--- src/rtl/interrupt_source_latch_pkg.sv ---
// Shared register selects and widths for the interrupt source conditioning stage.
package interrupt_source_latch_pkg;

    // Number of external sources on this CPU; sources are numbered 1..NSRC_DEF.
    localparam int NSRC_DEF = 7;
    // Width of the read data bus.
    localparam int DOUT_W = 16;

    // Register selects, alongside INT_MASK / INT_INTS / INT_PRI in the mask block.
    typedef enum logic [1:0] {
        INT_SRC_PEND = 2'b00,
        INT_SRC_MODE = 2'b01,
        INT_SRC_POL  = 2'b10,
        INT_SRC_RAW  = 2'b11
    } int_src_reg_e;

endpackage

--- src/rtl/interrupt_source_latch_sync_edge.sv ---
// One interrupt source: 2-flop synchroniser, polarity, edge/level pending flag.
module int_sync_edge (
    input  logic CLK,
    input  logic RESET,
    input  logic PIN,
    input  logic POL,      // current polarity (1 = active-low)
    input  logic MODE,     // current mode (1 = edge latched)
    input  logic POL_WR,   // polarity bit flips on this edge
    input  logic MODE_WR,  // mode bit flips on this edge
    input  logic CLR,      // W1C or matching ACK
    output logic RAW,
    output logic PEND
);

    logic meta_q, sync_q, prev_q, pend_q;
    logic act, rise, prev_d, pend_d;

    // Next-state: a set beats a clear, and mode/polarity changes never create an edge.
    always_comb begin
        act    = sync_q ^ POL;
        rise   = act & ~prev_q & ~POL_WR & ~MODE_WR;
        // On a polarity flip, preload prev with the new active level so no edge appears.
        prev_d = POL_WR ? (sync_q ^ ~POL) : act;
        pend_d = pend_q;
        if (MODE_WR)
            pend_d = 1'b0;
        else if (!MODE)
            pend_d = act;
        else if (rise)
            pend_d = 1'b1;
        else if (CLR)
            pend_d = 1'b0;
    end

    // Synchroniser, previous-level and pending flops.
    always_ff @(posedge CLK or posedge RESET) begin
        if (RESET) begin
            meta_q <= 1'b0;
            sync_q <= 1'b0;
            prev_q <= 1'b0;
            pend_q <= 1'b0;
        end else begin
            meta_q <= PIN;
            sync_q <= meta_q;
            prev_q <= prev_d;
            pend_q <= pend_d;
        end
    end

    assign RAW  = sync_q;
    assign PEND = pend_q;

endmodule

--- src/rtl/interrupt_source_latch.sv ---
// Interrupt source front end: MODE/POL registers, W1C/ACK decode, read mux,
// and one int_sync_edge per source feeding INTS1..INTS7.
module interrupt_source_latch
    import interrupt_source_latch_pkg::*;
#(
    parameter int NSRC = NSRC_DEF
) (
    input  logic              CLK,
    input  logic              RESET,
    input  logic [NSRC:1]     IRQ,
    input  logic [1:0]        ADDR,
    input  logic [7:0]        DIN,
    input  logic              WR,
    input  logic              RD,
    output logic [DOUT_W-1:0] DOUT,
    input  logic              ACK,
    input  logic [2:0]        ACK_LEVEL,
    output logic              INTS1,
    output logic              INTS2,
    output logic              INTS3,
    output logic              INTS4,
    output logic              INTS5,
    output logic              INTS6,
    output logic              INTS7
);

    logic [NSRC:1] mode_q, mode_d, pol_q, pol_d;
    logic [NSRC:1] mode_chg, pol_chg, w1c, ack_hit;
    logic [NSRC:1] raw, pend;
    logic          unused_din;

    assign unused_din = DIN[0];

    // Write decode and per-source acknowledge match; ACK_LEVEL 0 matches nothing.
    always_comb begin
        mode_d  = mode_q;
        pol_d   = pol_q;
        w1c     = '0;
        ack_hit = '0;
        if (WR) begin
            case (int_src_reg_e'(ADDR))
                INT_SRC_PEND: w1c    = DIN[NSRC:1];
                INT_SRC_MODE: mode_d = DIN[NSRC:1];
                INT_SRC_POL:  pol_d  = DIN[NSRC:1];
                default:      ;
            endcase
        end
        for (int n = 1; n <= NSRC; n++)
            ack_hit[n] = ACK && (int'(ACK_LEVEL) == n);
        mode_chg = mode_d ^ mode_q;
        pol_chg  = pol_d ^ pol_q;
    end

    // MODE and POL configuration registers.
    always_ff @(posedge CLK or posedge RESET) begin
        if (RESET) begin
            mode_q <= '0;
            pol_q  <= '0;
        end else begin
            mode_q <= mode_d;
            pol_q  <= pol_d;
        end
    end

    for (genvar n = 1; n <= NSRC; n++) begin : g_src
        int_sync_edge u_src (
            .CLK     (CLK),
            .RESET   (RESET),
            .PIN     (IRQ[n]),
            .POL     (pol_q[n]),
            .MODE    (mode_q[n]),
            .POL_WR  (pol_chg[n]),
            .MODE_WR (mode_chg[n]),
            .CLR     (w1c[n] | ack_hit[n]),
            .RAW     (raw[n]),
            .PEND    (pend[n])
        );
    end

    // Combinational read mux; bit 0 and the upper byte always read 0.
    always_comb begin
        DOUT = '0;
        if (RD) begin
            case (int_src_reg_e'(ADDR))
                INT_SRC_PEND: DOUT[NSRC:1] = pend;
                INT_SRC_MODE: DOUT[NSRC:1] = mode_q;
                INT_SRC_POL:  DOUT[NSRC:1] = pol_q;
                INT_SRC_RAW:  DOUT[NSRC:1] = raw;
                default:      DOUT = '0;
            endcase
        end
    end

    assign INTS1 = pend[1];
    assign INTS2 = pend[2];
    assign INTS3 = pend[3];
    assign INTS4 = pend[4];
    assign INTS5 = pend[5];
    assign INTS6 = pend[6];
    assign INTS7 = pend[7];

endmodule

--- config.mk ---
export PLATFORM = sky130hd
export DESIGN_NAME = interrupt_source_latch
export DESIGN_NICKNAME = d
export VERILOG_FILES = /design/src/rtl/interrupt_source_latch_pkg.sv /design/src/rtl/interrupt_source_latch_sync_edge.sv /design/src/rtl/interrupt_source_latch.sv
export SDC_FILE = /design/constraint.sdc
export NUM_CORES = 1
export LEC_CHECK = 0
export CAP_MARGIN = 10
export CORE_ASPECT_RATIO = 1.5
export CORE_MARGIN = 5
export CORE_UTILIZATION = 40
export CTS_CLUSTER_SIZE = 40
export DETAILED_ROUTE_END_ITERATION = 16
export GPL_ROUTABILITY_DRIVEN = 0
export GPL_TIMING_DRIVEN = 0
export PLACE_DENSITY = 0.62
export SYNTH_ARGS = -nofsm -noshare
export SYNTH_HDL_FRONTEND = slang
export SYNTH_SLANG_ARGS = --single-unit
--- constraint.sdc ---
create_clock -name CLK -period 2.9 [get_ports CLK]
set_clock_uncertainty 0.2 [all_clocks]
set_input_delay 0.58 -clock CLK [delete_from_list [all_inputs] [get_ports CLK]]
set_output_delay 0.58 -clock CLK [all_outputs]
set_load 0.005 [all_outputs]
Word level (Yosys, flattened, before mapping) --
Cells that the tools add are included.
Word-level totals: bits in registers 42, bits in latches 0, memory bits (writable) 0, ROM bits 0, bits of input ports 25, memories 0
Operators by class: $add $sub $neg 0, multipliers 0, div/mod/pow operators 0, magnitude comparators 0, eq/ne operators 17, shifts and indexed selects 0, muxes and demuxes 43, bitwise operators 72, reduce and logical (&&, ||, !) cells 8
Operator list (number):
- 7-bit 2-to-1 mux | 6
- 1-bit 2-to-1 mux | 35
- 4-bit by 1-bit inequality test with 1-bit output (second input constant) | 7
- 1-bit inverter | 28
- 7-bit case mux with 4 select lines | 1
- 1-bit bitwise AND | 21
- 1-bit XOR | 14
- 7-bit XOR | 2
- 3-bit equality test (second input constant) | 4
- 8-bit 2-to-1 mux | 1
- 1-bit logical AND | 7
- 1-bit bitwise OR | 7
- 3-bit by 2-bit equality test with 1-bit output (second input constant) | 2
- 2-bit equality test (second input constant) | 2
- 3-bit by 1-bit equality test with 1-bit output (second input constant) | 1
- 2-bit by 1-bit equality test with 1-bit output (second input constant) | 1
- 2-bit zero test | 1

Longest topological paths before layout --
Gate-level depths: netlist of run 1.
word-level depth 10, depth in mapped cells 9, gate-level depth less buffers 8

By module --
From an unflattened synthesis of run 1, not the netlist that was laid out.
Unflattened totals: cell total of the unflattened synthesis 189, area, all modules 2159.6 sq um
By module, submodules not included:
- interrupt_source_latch | instances 1, cells an instance 112, area an instance 1161.1 sq um, sequential area each 350.3 sq um
- int_sync_edge | instances 7, cells an instance 11, area an instance 142.6 sq um, sequential area each 100.1 sq um

Worst setup path after synthesis of run 1 --
Ideal clock, no wire load.
path kind input port to flip-flop, start input ADDR[0], end register g_src[6].u_src.pend_q, data arrival time 2233 ps, data required time 2596 ps, slack 363 ps, stages on the path 8, path buffers 2, cells stage by stage buf_2 > nand2_1 > buf_2 > mux2_2 > ha_1 > or2_0 > a311o_1 > o311ai_1
Between the ends: elaborated cells on any way between the ends 20, those cells by class eq/ne: 3; mux: 9; bitwise: 7; reduce/logical: 1
RTL lines:
- start, declared | line interrupt_source_latch.sv:11 | input logic [1:0] ADDR,
- 2-bit by 1-bit equality test with 1-bit output * | line interrupt_source_latch.sv:41 | case (int_src_reg_e'(ADDR))
- 7-bit 2-to-1 mux * | line interrupt_source_latch.sv:41
- 7-bit 2-to-1 mux * | line interrupt_source_latch.sv:40 | if (WR) begin
- net mode_d, one bit | line interrupt_source_latch.sv:27 | logic [NSRC:1] mode_q, mode_d, pol_q, pol_d;
- 7-bit XOR * | line interrupt_source_latch.sv:50 | mode_chg = mode_d ^ mode_q;
- 1-bit inverter | line interrupt_source_latch_sync_edge.sv:21 | rise = act & ~prev_q & ~POL_WR & ~MODE_WR;
- 1-bit bitwise AND | line interrupt_source_latch_sync_edge.sv:21
- 1-bit 2-to-1 mux | line interrupt_source_latch_sync_edge.sv:29 | else if (rise)
- 1-bit 2-to-1 mux | line interrupt_source_latch_sync_edge.sv:27 | else if (!MODE)
- 1-bit 2-to-1 mux | line interrupt_source_latch_sync_edge.sv:25 | if (MODE_WR)
- end signal, assigned | line interrupt_source_latch_sync_edge.sv:46 | pend_q <= pend_d;
- end, declared | line interrupt_source_latch_sync_edge.sv:15 | logic meta_q, sync_q, prev_q, pend_q;
Mark *: on every way through the listed nets, which the timed path passes. The rest lies on a longest branch. A chain may end at the register's enable or synchronous reset.

Worst setup path after layout of run 1 --
start input ADDR[0], end output DOUT[3]
Between the ends: word-level cells in the longest chain between the ends 3, elaborated cells on any way between the ends 6, those cells by class eq/ne: 3; mux: 2; reduce/logical: 1
Ends and longest elaborated chain:
- 2-bit equality test (tied with other cells) | line interrupt_source_latch.sv:84 | case (int_src_reg_e'(ADDR))
- 7-bit case mux with 4 select lines * | line interrupt_source_latch.sv:84
- 8-bit 2-to-1 mux * | line interrupt_source_latch.sv:83 | if (RD) begin
- end, declared | line interrupt_source_latch.sv:15 | output logic [DOUT_W-1:0] DOUT,
Every way passes the cells marked *; elsewhere a longest branch is shown, timed or not.

==> flow_summary.ini, run 1 <==
[worst_setup_path]
slowest_delay_ns = 0.49
path_buf_inv = 3
worstSetupStartpointType = input pin
critPathLaunch = ADDR[0]
critical_path.slowest_cell = mux4_2
end_kind = output port
crit_chain = clkdlybuf4s15_2, buf_8, mux4_2, and2_1, clkdlybuf4s50_1
path_max_fanout = 7
critical_path_class = in2out
crit_required_ns = 2.12
crit_family = buffers and inverters
rr_startpoint = mode_q[6]$_DFF_PP0_
crit_arrival_ns = 2.06

[timing]
fin_tns_setup_ns = 0
finalCritPeriodShare = 0.980
fmax_mhz = 352
maxSlewViolCount = 0
setup_violations = 0
rsz0062_at_grt = false
hold_viol_final = 0
min_period_ns = 2.84
holdWs_ns = 0.151

[finish]
fin_cells = 318
nets = 280
drive_above_1_share = 0.165
most-common-layout-cells = 42 x dfrtp_1, 33 x clkdlybuf4s50_1, 29 x nand2_1
antenna_cells = 0
final_common_cell = dfrtp_1
utilization = 0.523
synthToLayoutAreaGrowth_pct = 28.3

[global_route]
grt_pass1_wl_um = 7910
first_global_vias = 1610
grt_max_degree = 33
grt_overflow = 0
track_usage = 0.142
antenna_found_initial = 0

[floorplanning]
core_area_mm2 = 0.00541
dieArea_mm2 = 0.00713
initial_core_util = 0.408
die_w_um = 70.7
die_y_um = 101
fp-row-count = 33
ioPinCount = 48

[cts]
htree_num_levels = 2
numCtsBuffers = 5
root_buffer = clkbuf_8
clk_latency_ns = 0.29
cts_buffer_depth = 2
clock-sinks = 42
cts.reportedPaths.clkPinSlew_ns = 0.07
cts_tree = done

[power]
seq_power_share = 0.486
leakagePower_nw = 1.27
power.net_switching_mw = 0.439
pwr-share-clk = 0.221
power.share.switching = 0.279
comb_power_share = 0.293
p_total_mw = 1.58
peakVddDrop_mv = 0.298
powerDensity_mw_per_mm2 = 556
p_int_mw = 1.14

[job]
drv_cap = 0

[yosys]
synth_edf_count = 0
async_reset_ff_frac = 1.00
synth.distinct_cells = 35
synth.cell_area_mm2 = 0.00221
synthCells = 192
yosys_warnings = 0
yosys_register_bits = 42
ys.flop_type = dfrtp_1
syn_area_per_cell_um2 = 11.5
synth_seq_area_share = 0.476

[worst_hold_path]
hold_class = reg2reg
min_from = g_src[7].u_src.meta_q$_DFF_PP0_

[routing]
detail-route-antenna-nets = 0
drt_iter0_markers = 108
vias = 1597
routed_wl_um = 4740
wire_per_inst_um = 14.9
drc_errors = 0
dr.pass1.iters = 4
viasPerCell = 5.02

[placed_design]
portBuffers = 37
dp.cells = 308
hpwl_um = 3490

[outcome]
status = finished, final reports clean
## synthesized netlist by cell type, types with 4 or more instances
| cell type | number | area share |
|---|---|---|
| dfrtp_1 | 42 | 0.48 |
| nor2b_1 | 4 | 0.011 |
| xor2_1 | 9 | 0.036 |
| xnor2_1 | 8 | 0.032 |
| nand2_1 | 29 | 0.049 |
| inv_1 | 5 | 0.0085 |
| a2bb2oi_1 | 4 | 0.016 |
| mux4_2 | 7 | 0.071 |
| buf_4 | 9 | 0.031 |
| and2_1 | 7 | 0.020 |
| ha_1 | 7 | 0.040 |
| o221ai_2 | 4 | 0.027 |
| o21ai_0 | 8 | 0.018 |
| mux2i_1 | 4 | 0.018 |
| nand4_1 | 4 | 0.011 |
| nand2b_1 | 5 | 0.014 |
| nor3_1 | 4 | 0.0091 |
## path summary, 6_finish.rpt
kind / to / slack (ns) / cells after the start
max: DOUT[3] / 0.06 / 5
min: g_src[7].u_src.RAW$_DFF_PP0_ / 0.15 / 0
max reg2reg: g_src[6].u_src.PEND$_DFFE_PP0P_ / 1.02 / 5
min reg2reg: g_src[7].u_src.RAW$_DFF_PP0_ / 0.15 / 0
max in group asynchronous: pol_q[7]$_DFF_PP0_ / 1.73 / 3
min in group asynchronous: g_src[2].u_src.meta_q$_DFF_PP0_ / 0.33 / 2
## final cells by class
type	count	area, um2
sequential	42	1050
buffer	14	110
multi-input combinational	139	1070
tap	70	87.6
clock buffer	7	76.3
inverter	5	18.8
fill	496	2580
timing repair buffer	41	418
## state kept, by name (all words and copies together), names as in the netlist
name and cells:
g_src.u_src.PEND 7, g_src.u_src.meta_q 7, mode_q 7, g_src.u_src.RAW 7, g_src.u_src.prev_q 7, pol_q 7
## cells by family (layout without fill, tap and decap cells)
group	after synthesis	in the layout	synth area share
AOI/OAI and AO/OA	26	26	0.102
xor gates and xnor gates	17	17	0.0675
adders and majority gates	7	7	0.0397
buffers and inverters	19	67	0.0527
DFF	42	42	0.476
muxes	14	14	0.105
other	1	9	0.00170
and+or+nand+nor	66	66	0.155
## what timing repair did
| action | CTS | global route |
|---|---|---|
| setup buffers | 3 | 0 |
| hold buffers | 0 | 0 |
| setup endpoints to repair | 9 | 3 |
| resized for setup | 6 | 4 |
## per-layer routing
metal / GRT usage / vias up / wire, um / share of wire
met1: 0.176 / 772 / 2050 / 0.43
li1: - / 780 / - / -
met4: 0.0478 / 0 / 70 / 0.015
met2: 0.245 / 40 / 2380 / 0.50
met3: 0.0309 / 5 / 232 / 0.049
met5: 0 / - / 0 / 0
## through the flow
stage	instance area, um2	setup slack [ns]
after floorplan	2240	0.363
after global placement	2700	-0.483
after detailed placement	2720	-0.479
after CTS	2820	0.00818
after global routing	2830	0.0112
final	2830	0.0576
## power by group through the flow
stage	sequential (mW)	clock, mW	combinational [mW]
floorplan	0.761	0	0.273
global placement	0.775	0	0.455
detailed placement	0.779	0	0.463
CTS	0.767	0.366	0.469
global route	0.783	0.392	0.514
finish	0.765	0.349	0.462
Power figures use the tool's default switching activity.
==> run 2, diff against run 1 <==
CORE_UTILIZATION = 54   (was 40)
PLACE_DENSITY = 0.81   (was 0.62)
==> flow_summary.ini, run 2 (synthesis gave the netlist of run 1 again) <==
[global_route]
grt_max_degree = 43
grt_overflow = 0
first_global_vias = 1588
track_usage = 0.179
antenna_found_initial = 0
grt_pass1_wl_um = 7730

[finish]
multi_input_area_mm2 = 0.00107
layout.area.seq_mm2 = 0.00105
most-common-layout-cells = 42 x dfrtp_1, 35 x clkdlybuf4s50_1, 29 x nand2_1
final_common_cell = dfrtp_1
synthToLayoutAreaGrowth_pct = 27.2
utilization = 0.709
fill_cells = 300
antenna_cells = 0
nets = 279
drive_above_1_share = 0.173

[job]
drv_cap = 0

[cts]
cts_buffer_depth = 2
root_buffer = clkbuf_8
clk_latency_ns = 0.29
cts.reportedPaths.clkPinSlew_ns = 0.08
clock-sinks = 42
cts_tree = done
htree_num_levels = 2
numCtsBuffers = 5

[routing]
dr.pass1.iters = 4
drt_iter0_markers = 66
detail-route-antenna-nets = 0
routed_wl_um = 4650
wire_per_inst_um = 15.9
drc_errors = 0
viasPerCell = 5.44
vias = 1594

[worst_setup_path]
r2r_cells = 5
regToRegSetupSlack_ns = 0.97
worstSetupStartpointType = input pin
end_kind = flop
crit_required_ns = 2.89
endpoint = g_src[6].u_src.PEND$_DFFE_PP0P_
reg2reg_to = g_src[6].u_src.PEND$_DFFE_PP0P_
critical_path_class = in2reg
critPathLaunch = WR
path_max_fanout = 10
rr_startpoint = mode_q[6]$_DFF_PP0_
crit_arrival_ns = 2.79

[placed_design]
hpwl_um = 3400
portBuffers = 37
post-place-ws_ns = -0.487

[floorplanning]
dieArea_mm2 = 0.00549
die_y_um = 88.3
initial_core_util = 0.558
fp-row-count = 28
ioPinCount = 48
die_w_um = 62.2
core_area_mm2 = 0.00396

[worst_hold_path]
hold_class = reg2reg

[outcome]
status = finished, final reports clean

[timing]
setup_violations = 0
max_slew_margin = 0.429
setup_ws_ns = 0.101
min_period_ns = 2.80
fin_tns_setup_ns = 0
hold_viol_final = 0
fmax_mhz = 357
worst_slew_pin_slew_ns = 0.855
rsz0062_at_grt = false
finalCritPeriodShare = 0.965
maxSlewViolCount = 0

[power]
powerDensity_mw_per_mm2 = 593
peakVddDrop_mv = 0.496
leakagePower_nw = 1.25
-- run 2: cell count changes in the layout (fill, tap and decap cells not counted), moves of 2 or more --
cell             previous run  this run
clkbuf_8                    5         8
clkbuf_1                    3         1
clkdlybuf4s50_1            33        35
dlymetal6s2s_1              2         0
-- run 2: worst max-delay path, stage by stage --
cell             delay [ns]
clkdlybuf4s50_1        0.48
and2b_1                0.21
nand2_1                0.10
buf_6                  0.14
mux2_2                 0.35
ha_1                   0.27
or2_0                  0.25
a311o_1                0.33
o311ai_1               0.08
-- run 2: cell type report --
class,instances,area share
multi-input combinational,139,0.381
timing repair buffer,40,0.138
buffer,14,0.0406
tap,45,0.0201
clock buffer,8,0.0392
inverter,5,0.00668
sequential,42,0.374
-- run 2: where the power goes --
group / switching, mW / internal (mW) / leakage (nW)
Combinational: 0.181 / 0.284 / 0.690
Sequential: 0.0830 / 0.684 / 0.507
Clock: 0.194 / 0.240 / 0.0575
-- run 2: worst min path at each step --
| stage | start | end | slack, ns | cells past startpoint |
|---|---|---|---|---|
| floorplan | g_src[1].u_src.meta_q$_DFF_PP0_ | g_src[1].u_src.RAW$_DFF_PP0_ | 0.13 | 0 |
| global placement | g_src[7].u_src.meta_q$_DFF_PP0_ | g_src[7].u_src.RAW$_DFF_PP0_ | 0.13 | 0 |
| detailed placement | g_src[1].u_src.meta_q$_DFF_PP0_ | g_src[1].u_src.RAW$_DFF_PP0_ | 0.13 | 0 |
| CTS | g_src[1].u_src.meta_q$_DFF_PP0_ | g_src[1].u_src.RAW$_DFF_PP0_ | 0.15 | 0 |
| global route | g_src[3].u_src.meta_q$_DFF_PP0_ | g_src[3].u_src.RAW$_DFF_PP0_ | 0.16 | 0 |
| finish | g_src[5].u_src.meta_q$_DFF_PP0_ | g_src[5].u_src.RAW$_DFF_PP0_ | 0.15 | 0 |
-- run 2: per-stage QoR --
stage / hold WS (ns) / instances / total power, mW / instance area [um2]
floorplan: 0.131 / 200 / 1.03 / 2240
global placement: 0.132 / 282 / 1.22 / 2660
detailed placement: 0.135 / 282 / 1.24 / 2660
CTS: 0.152 / 293 / 1.68 / 2800
global route: 0.159 / 293 / 1.76 / 2810
finish: 0.147 / 293 / 1.67 / 2810
-- run 2: timing repair --
action,CTS,global route
hold buffers,0,0
gates resized for setup,6,6
endpoints found under the setup margin,8,7
buffers inserted,3,0
-- run 2: layer usage --
layer	vias to the layer above	GRT usage	share of wire	wire length [um]
li1	771	-	-	-
met1	778	0.218	0.40	1860
met2	37	0.313	0.53	2470
met3	8	0.0394	0.052	243
met4	0	0.0651	0.015	69
met5	-	0	0	0
==> run 3, diff against run 2 <==
CORE_UTILIZATION = 45   (was 54)
PLACE_DENSITY = 0.72   (was 0.81)
clock period = 2.3 ns   (was 2.9 ns; I/O delays follow)
==> flow_summary.ini, run 3 (synthesis gave the netlist of run 1 again) <==
[floorplanning]
ioPinCount = 48
initial_core_util = 0.459
die_y_um = 95.8
dieArea_mm2 = 0.00643
core_area_mm2 = 0.00481
fp-row-count = 31
die_w_um = 67.2

[finish]
utilization = 0.597
fin_area_mm2 = 0.00287
fin_cells = 323
most-common-layout-cells = 42 x dfrtp_1, 28 x nand2_1, 26 x clkdlybuf4s50_1
antenna_cells = 0
synthToLayoutAreaGrowth_pct = 30.1
nets = 288
fill_cells = 437
final_common_cell = dfrtp_1
drive_above_1_share = 0.257

[power]
comb_power_share = 0.290
peakVddDrop_mv = 0.365
power.share.switching = 0.280
seq_power_share = 0.473
powerDensity_mw_per_mm2 = 710
p_int_mw = 1.47
pwr-share-clk = 0.238
power.net_switching_mw = 0.570
leakagePower_nw = 1.32
p_total_mw = 2.04

[timing]
finalCritPeriodShare = 0.965
setup_violations = 0
maxSlewViolCount = 0
fin_tns_setup_ns = 0
max_slew_margin = 0.429
fmax_mhz = 451
hold_viol_final = 0
rsz0062_at_grt = false
min_period_ns = 2.22
worst_slew_pin_slew_ns = 0.855
setup_ws_ns = 0.0812
holdWs_ns = 0.151

[placed_design]
hpwl_um = 3300
post-place-ws_ns = -0.728
portBuffers = 37
placed_cell_area_mm2 = 0.00270
dp.cells = 303

[worst_setup_path]
crit_required_ns = 2.28
path_max_fanout = 5
end_kind = flop
crit_arrival_ns = 2.20
critical_path_class = in2reg
worstSetupStartpointType = input pin

[cts]
clock-sinks = 42
cts_tree = done
cts.reportedPaths.clkPinSlew_ns = 0.07
htree_num_levels = 2
root_buffer = clkbuf_8
clk_latency_ns = 0.29
numCtsBuffers = 5
holdBufCountCts = 0
cts_buffer_depth = 2

[global_route]
track_usage = 0.158
grt_pass1_wl_um = 7450
grt_overflow = 0
grt_max_degree = 43
first_global_vias = 1628
antenna_found_initial = 0

[routing]
dr_wl_met2_um = 2310
highest_layer = met4
wire_per_inst_um = 14.2
detail-route-antenna-nets = 0
drt_iter0_markers = 33
wl_met3_um = 230
drc_errors = 0
dr.pass1.iters = 4
vias = 1633
viasPerCell = 5.06
routed_wl_um = 4580
wl_met1_um = 1930

[outcome]
status = finished, final reports clean

[worst_hold_path]
hold_class = reg2reg

[job]
drv_cap = 0
-- run 3: worst max-delay path, cell delays in order --
cell and delay, ns:
buf_4 0.13, buf_8 0.12, buf_4 0.14, nand2_2 0.08, buf_6 0.11, mux2_2 0.34, ha_1 0.29, nand2b_4 0.14
a311o_1 0.31, o311ai_1 0.09
-- run 3: routing by layer --
layer | global-route usage | up-vias
met5 | 0 | -
met4 | 0.0778 | 0
met3 | 0.0386 | 8
met2 | 0.258 | 38
met1 | 0.192 | 790
li1 | - | 797
-- run 3: area by class of cell --
type | instances | area [um2] | area share
Timing Repair Buffer | 49 | 422 | 0.147
Tap cell | 66 | 82.6 | 0.0288
Multi-Input combinational cell | 139 | 1090 | 0.380
Inverter | 5 | 18.8 | 0.00654
Sequential cell | 42 | 1050 | 0.366
Clock buffer | 7 | 86.3 | 0.0301
Clock inverter | 1 | 5.00 | 0.00174
Buffer | 14 | 114 | 0.0397
-- run 3: what timing repair did --
item | 4_1_cts | 5_1_grt
resized for setup | 36 | 11
endpoints found under the setup margin | 14 | 9
pin swaps | 0 | 1
buffers inserted | 12 | 0
-- run 3: final timing paths --
| check | start | endpoint | slack (ns) | depth (start not counted) |
|---|---|---|---|---|
| worst max-delay path | ADDR[0] | g_src[7].u_src.PEND$_DFFE_PP0P_ | 0.08 | 10 |
| worst min-delay path | g_src[3].u_src.meta_q$_DFF_PP0_ | g_src[3].u_src.RAW$_DFF_PP0_ | 0.15 | 0 |
| worst max register to register | mode_q[7]$_DFF_PP0_ | g_src[7].u_src.PEND$_DFFE_PP0P_ | 0.46 | 5 |
| worst min register to register | g_src[3].u_src.meta_q$_DFF_PP0_ | g_src[3].u_src.RAW$_DFF_PP0_ | 0.15 | 0 |
| max in group asynchronous | RESET | g_src[4].u_src.PEND$_DFFE_PP0P_ | 0.90 | 2 |
| min in group asynchronous | RESET | g_src[6].u_src.prev_q$_DFF_PP0_ | 0.46 | 2 |
-- run 3: power groups by stage --
| stage | sequential [mW] | clock [mW] | combinational, mW |
|---|---|---|---|
| CTS | 0.965 | 0.500 | 0.599 |
| global route | 0.981 | 0.541 | 0.652 |
| detailed placement | 0.979 | 0 | 0.582 |
| global placement | 0.975 | 0 | 0.572 |
| finish | 0.964 | 0.485 | 0.591 |
| floorplan | 0.959 | 0 | 0.348 |
